--- src/rtl/cskip_pkg.sv ---
// Shared definitions for the carry-skip frame accumulator.
// Contents: FSM state encoding and the byte width of the low-order adder.
package cskip_pkg;

    localparam int unsigned BYTE_W = 8;

    typedef enum logic [1:0] {
        ST_IDLE  = 2'd0,
        ST_ACCUM = 2'd1,
        ST_HOLD  = 2'd2
    } state_e;

endpackage

--- src/rtl/CSkipA8.sv ---
// CSkipA8: 8-bit combinational carry-skip adder, carry-in tied to zero.
// Two 4-bit ripple blocks. A block whose bits all propagate forwards its
// incoming carry directly instead of waiting for the ripple.
// Ports:
//   sum  out 8  a + b modulo 256
//   cout out 1  carry out of bit 7
//   a    in  8  addend
//   b    in  8  addend
module CSkipA8
    import cskip_pkg::*;
(
    output logic [BYTE_W-1:0] sum,
    output logic              cout,
    input  logic [BYTE_W-1:0] a,
    input  logic [BYTE_W-1:0] b
);

    localparam int unsigned BlkW   = 4;
    localparam int unsigned NumBlk = BYTE_W / BlkW;

    logic carry;
    logic blk_cin;
    logic blk_p;
    logic rc;
    logic p;

    always_comb begin
        sum     = '0;
        carry   = 1'b0;
        blk_cin = 1'b0;
        blk_p   = 1'b0;
        rc      = 1'b0;
        p       = 1'b0;
        for (int blk = 0; blk < NumBlk; blk++) begin
            blk_cin = carry;
            rc      = carry;
            blk_p   = 1'b1;
            for (int i = 0; i < BlkW; i++) begin
                p                   = a[blk*BlkW+i] ^ b[blk*BlkW+i];
                sum[blk*BlkW+i]     = p ^ rc;
                rc                  = (a[blk*BlkW+i] & b[blk*BlkW+i]) | (p & rc);
                blk_p               = blk_p & p;
            end
            // Skip path: a fully propagating block passes its carry-in through.
            carry = blk_p ? blk_cin : rc;
        end
        cout = carry;
    end

endmodule

--- src/rtl/cskip_accum8.sv ---
// cskip_accum8: frame accumulator built around CSkipA8.
// Sums frame_len 8-bit samples into an ACC_W-bit result. The low byte is
// added by CSkipA8; its carry-out increments the upper field. One result
// per frame is offered on a valid/ready handshake.
// Ports:
//   clk        in  1      rising-edge clock
//   rst        in  1      synchronous active-high reset
//   start      in  1      begin a frame (honoured only when idle)
//   frame_len  in  CNT_W  samples in the frame, sampled with start
//   in_valid   in  1      in_data valid
//   in_ready   out 1      sample accepted this cycle when in_valid
//   in_data    in  8      sample
//   out_valid  out 1      result valid
//   out_ready  in  1      consumer takes the result
//   out_sum    out ACC_W  frame sum modulo 2**ACC_W
//   out_ovf    out 1      sum exceeded 2**ACC_W-1 during the frame
//   busy       out 1      frame in progress or result pending
module cskip_accum8
    import cskip_pkg::*;
#(
    parameter int unsigned ACC_W = 16,
    parameter int unsigned CNT_W = 8
) (
    input  logic              clk,
    input  logic              rst,
    input  logic              start,
    input  logic [CNT_W-1:0]  frame_len,
    input  logic              in_valid,
    output logic              in_ready,
    input  logic [BYTE_W-1:0] in_data,
    output logic              out_valid,
    input  logic              out_ready,
    output logic [ACC_W-1:0]  out_sum,
    output logic              out_ovf,
    output logic              busy
);

    localparam int unsigned UpW = ACC_W - BYTE_W;

    state_e             state_q, state_d;
    logic [ACC_W-1:0]   acc_q;
    logic [CNT_W-1:0]   count_q;
    logic               ovf_q;

    logic [BYTE_W-1:0]  lo_sum;
    logic               lo_cout;
    logic [UpW-1:0]     upper;
    logic [UpW-1:0]     upper_nxt;
    logic               ovf_set;
    logic               beat;

    CSkipA8 u_adder (
        .sum  (lo_sum),
        .cout (lo_cout),
        .a    (acc_q[BYTE_W-1:0]),
        .b    (in_data)
    );

    assign upper     = acc_q[ACC_W-1:BYTE_W];
    assign upper_nxt = lo_cout ? upper + 1'b1 : upper;
    // Carry into an all-ones upper field wraps the accumulator.
    assign ovf_set   = lo_cout & (&upper);
    assign beat      = (state_q == ST_ACCUM) & in_valid;

    always_ff @(posedge clk) begin
        if (rst) begin
            state_q <= ST_IDLE;
        end else begin
            state_q <= state_d;
        end
    end

    always_comb begin
        state_d = state_q;
        unique case (state_q)
            ST_IDLE: begin
                if (start) begin
                    state_d = (frame_len == '0) ? ST_HOLD : ST_ACCUM;
                end
            end
            ST_ACCUM: begin
                if (beat && count_q == CNT_W'(1)) begin
                    state_d = ST_HOLD;
                end
            end
            ST_HOLD: begin
                if (out_ready) begin
                    state_d = ST_IDLE;
                end
            end
            default: state_d = ST_IDLE;
        endcase
    end

    always_ff @(posedge clk) begin
        if (rst) begin
            acc_q   <= '0;
            count_q <= '0;
            ovf_q   <= 1'b0;
        end else if (state_q == ST_IDLE && start) begin
            acc_q   <= '0;
            ovf_q   <= 1'b0;
            count_q <= frame_len;
        end else if (beat) begin
            acc_q   <= {upper_nxt, lo_sum};
            ovf_q   <= ovf_q | ovf_set;
            count_q <= count_q - 1'b1;
        end
    end

    always_comb begin
        in_ready  = (state_q == ST_ACCUM);
        out_valid = (state_q == ST_HOLD);
        busy      = (state_q == ST_ACCUM) | (state_q == ST_HOLD);
        // Result is presented only while held so idle outputs read as zero.
        out_sum   = (state_q == ST_HOLD) ? acc_q : '0;
        out_ovf   = (state_q == ST_HOLD) & ovf_q;
    end

endmodule

--- config.mk ---
export PLATFORM = sky130hd
export DESIGN_NAME = cskip_accum8
export DESIGN_NICKNAME = d
export VERILOG_FILES = /design/src/rtl/cskip_pkg.sv /design/src/rtl/CSkipA8.sv /design/src/rtl/cskip_accum8.sv
export SDC_FILE = /design/constraint.sdc
export NUM_CORES = 1
export LEC_CHECK = 0
export ABC_AREA = 1
export CAP_MARGIN = 20
export CORE_MARGIN = 2
export CORE_UTILIZATION = 46
export DETAILED_ROUTE_END_ITERATION = 12
export GPL_TIMING_DRIVEN = 0
export PLACE_DENSITY_LB_ADDON = 0.2
export SLEW_MARGIN = 5
export SYNTH_ARGS = -nofsm -noshare
export SYNTH_HDL_FRONTEND = slang
export SYNTH_SLANG_ARGS = --single-unit
--- constraint.sdc ---
create_clock -name clk -period 3.18 [get_ports clk]
set_input_delay 0.318 -clock clk [delete_from_list [all_inputs] [get_ports clk]]
set_output_delay 0.318 -clock clk [all_outputs]
set_load 0.01 [all_outputs]
==> results_dict.tcl <==
set metrics [dict create \
    rr_worst_depth 18 \
    fin_ws_ns -0.202 \
    finish.utilization_pct 64.6 \
    drtIter0Drc 95 \
    synth_area_leader_cell "dfxtp_1" \
    fillers 373 \
    initial_core_util_pct 48.7 \
    grt_pass1_vias 1709 \
    power.leakage_nw 1.21 \
    grt_max_degree 16 \
    fmax_ghz 0.296 \
    cts_num_sinks 27 \
    rrSetupSlack_ns -0.20 \
    regArea_um2 542 \
    violations "negative setup slack" \
    cts-buffers-inserted 3 \
    fin_tns_setup_ns -1.63 \
    skew_ns 0.00381 \
    crit_chain "ha_4 -> fa_2 -> fa_2 -> inv_2 -> fa_2 -> o21bai_4 -> fa_2 -> inv_2 -> fa_2 -> fa_2 -> inv_2 -> fa_2 -> inv_2 -> nor2_4 -> nor2_8 -> nand2_8 -> nand2_2 -> a21oi_2" \
    finalCriticalPeriod_ns 3.38 \
    synthTopCellsByArea "dfxtp_1, nand2_1, inv_1" \
    rsz0062_at_grt "yes" \
    yosysSeqAreaShare_pct 27.3 \
    crit_path_start "acc_q[0]" \
    synth_nets 330 \
    syn_area_mm2 0.00198 \
    final-max-slew-violation-count 0 \
    first_pass_iters 4 \
    endpoint_kind "flop" \
    worst-path-buf-inv 4 \
    cp_data_required_time_ns 3.39 \
    cts-root-buf "clkbuf_8" \
    cts_tree "yes" \
    layout_common_cells "nand2_1, inv_1, clkdlybuf4s50_1" \
    die_area_mm2 0.00484 \
    status "finished with violations" \
    die_y_um 69.6 \
    clk_pin_slew_worst_paths_ns 0.09 \
    synth.top_cell.area_share_pct 27.3 \
    critPathLaunchType "flop" \
    r2r-end "acc_q[10]" \
    ctsHoldBuffers 0 \
    critPathKind "flop to flop" \
    syn_avg_cell_area_um2 6.86 \
    synth_seq_cells 27 \
    yosysWarnings 0 \
    fin_crit_sh_pct 106 \
    place_ws_ns -0.721 \
    overflow 0 \
    drt-wirelength-per-cell_um 11.1 \
    vias 1873 \
    hold_path_class "flop to flop" \
    viasPerCell 4.85 \
    cp_num_cells 18 \
    grt_pass1_wl_um 7300 \
    max_slew_margin_pct 69.9 \
    hpwl_um 3180 \
    max-cap-violations 0 \
    drc 0 \
    p_per_area_mw_per_mm2 402 \
    worst_path_dominant_cell_family "adder cells" \
    critPathMaxFanout 8 \
    io_buffers 40 \
    final_common_cell "nand2_1" \
    syn_inst 288 \
    antenna_found_initial 0 \
    area_delta_synth_final_pct 32.6 \
    cts_max_level 1 \
    crit_slowest_cell "fa_2" \
    worst_ep_arrival_time_ns 3.59 \
    diodes 0 \
    gp_congestion 0.840 \
    slowest_delay_ns 0.38 \
    io_pins 41 \
    die_w_um 69.6 \
    post_synth_num_cell_types 28 \
    drive_gt1_share_pct 17.9 \
    core_mm2 0.00406 \
    fp-row-count 23 \
    cp-endpoint "acc_q[10]" \
    path_common_cell "fa_2" \
    ant_nets 0 \
    setup_violations 9 \
    r2r_start "acc_q[0]" \
    finalHoldViolations 0 \
    peakVddDrop_uv 191 \
    routed_wirelength_um 4270 \
    multi_input_area_mm2 0.00130 \
    worstMarginPinSlew_ns 0.452 \
    clock_path_buffers 2 \
    clk_latency_ns 0.27 \
    final_net_count 379 \
    grt_usage_pct 18.1 \
]
## logic make-up after synthesis
family                     Yosys count  share of synthesized area, %
buffers and inverters               65                          12.7
and+or+nand+nor                    133                          31.0
adders and majority gates           21                          15.9
DFF                                 27                          27.3
xor gates and xnor gates             5                          2.22
AOI/OAI and AO/OA                   37                          10.8
## metal layers
layer / up-vias / wire length [um] / share of wire [%] / track usage (%)
met5: - / 0 / 0 / 0
met4: 0 / 22 / 0.51 / 3.27
met1: 852 / 1880 / 44 / 21.9
met2: 40 / 2180 / 51 / 34.0
li1: 977 / - / - / -
met3: 4 / 200 / 4.7 / 2.76
## synthesized netlist by cell type (all sizes together)
cell type and number:
nand2 89, inv 60, dfxtp 27, a21oi 21
nand3 21, nor2 20, ha 14, fa 7
o21ai 7, a31oi 5, xor2 5, buf 3
clkbuf 2, nand4 2, o22ai 2, a21o 1
nor3 1, o21bai 1
## timing repair
item                                    CTS  global route
pin swaps                                10            10
resized for setup                         7            16
endpoints found under the setup margin   10            10
buffers inserted                          3             0
cloned                                    1             0
## stage by stage
stage,area [um^2],total power [mW],instances,hold WS (ns)
2_1_floorplan,2000,0.719,288,0.430
3_3_place_gp,2460,0.847,378,0.443
3_5_place_dp,2460,0.854,378,0.445
4_1_cts,2550,1.06,386,0.459
5_1_grt,2620,1.15,386,0.482
6_report,2620,1.06,386,0.460
## power by group
group	leakage (nW)	switching (mW)	internal, mW	total (mW)
logic	0.965	0.278	0.183	0.461
clock network	0.0255	0.108	0.0879	0.195
registers	0.220	0.0259	0.373	0.399
## worst register-to-register path, cell delays in order (launching register included)
cell and delay [ns]:
dfxtp_2 0.35, ha_4 0.16, fa_2 0.38, fa_2 0.34
inv_2 0.07, fa_2 0.18, o21bai_4 0.12, fa_2 0.21
inv_2 0.04, fa_2 0.33, fa_2 0.34, inv_2 0.06
fa_2 0.18, inv_2 0.04, nor2_4 0.16, nor2_8 0.07
nand2_8 0.12, nand2_2 0.06, a21oi_2 0.13
## state kept, by name, summed over array words and instances, names as in the netlist
signal and cells:
state_q 2, ovf_q 1, acc_q 16, count_q 8
## worst min-delay path by stage
stage           from     to  slack, ns  depth (start not counted)
2_1_floorplan  ovf_q  ovf_q       0.43                          2
3_3_place_gp   ovf_q  ovf_q       0.44                          2
3_5_place_dp   ovf_q  ovf_q       0.44                          2
4_1_cts        ovf_q  ovf_q       0.46                          2
5_1_grt        ovf_q  ovf_q       0.48                          2
6_report       ovf_q  ovf_q       0.46                          2
## cell type report
cell class | count | area share (%)
Sequential cell | 27 | 20.7
Clock buffer | 3 | 1.58
Clock inverter | 1 | 0.191
Buffer | 5 | 0.955
Timing Repair Buffer | 43 | 16.2
Inverter | 60 | 8.59
Tap cell | 50 | 2.39
Multi-Input combinational cell | 197 | 49.5
(Power assumes the default switching activity.)
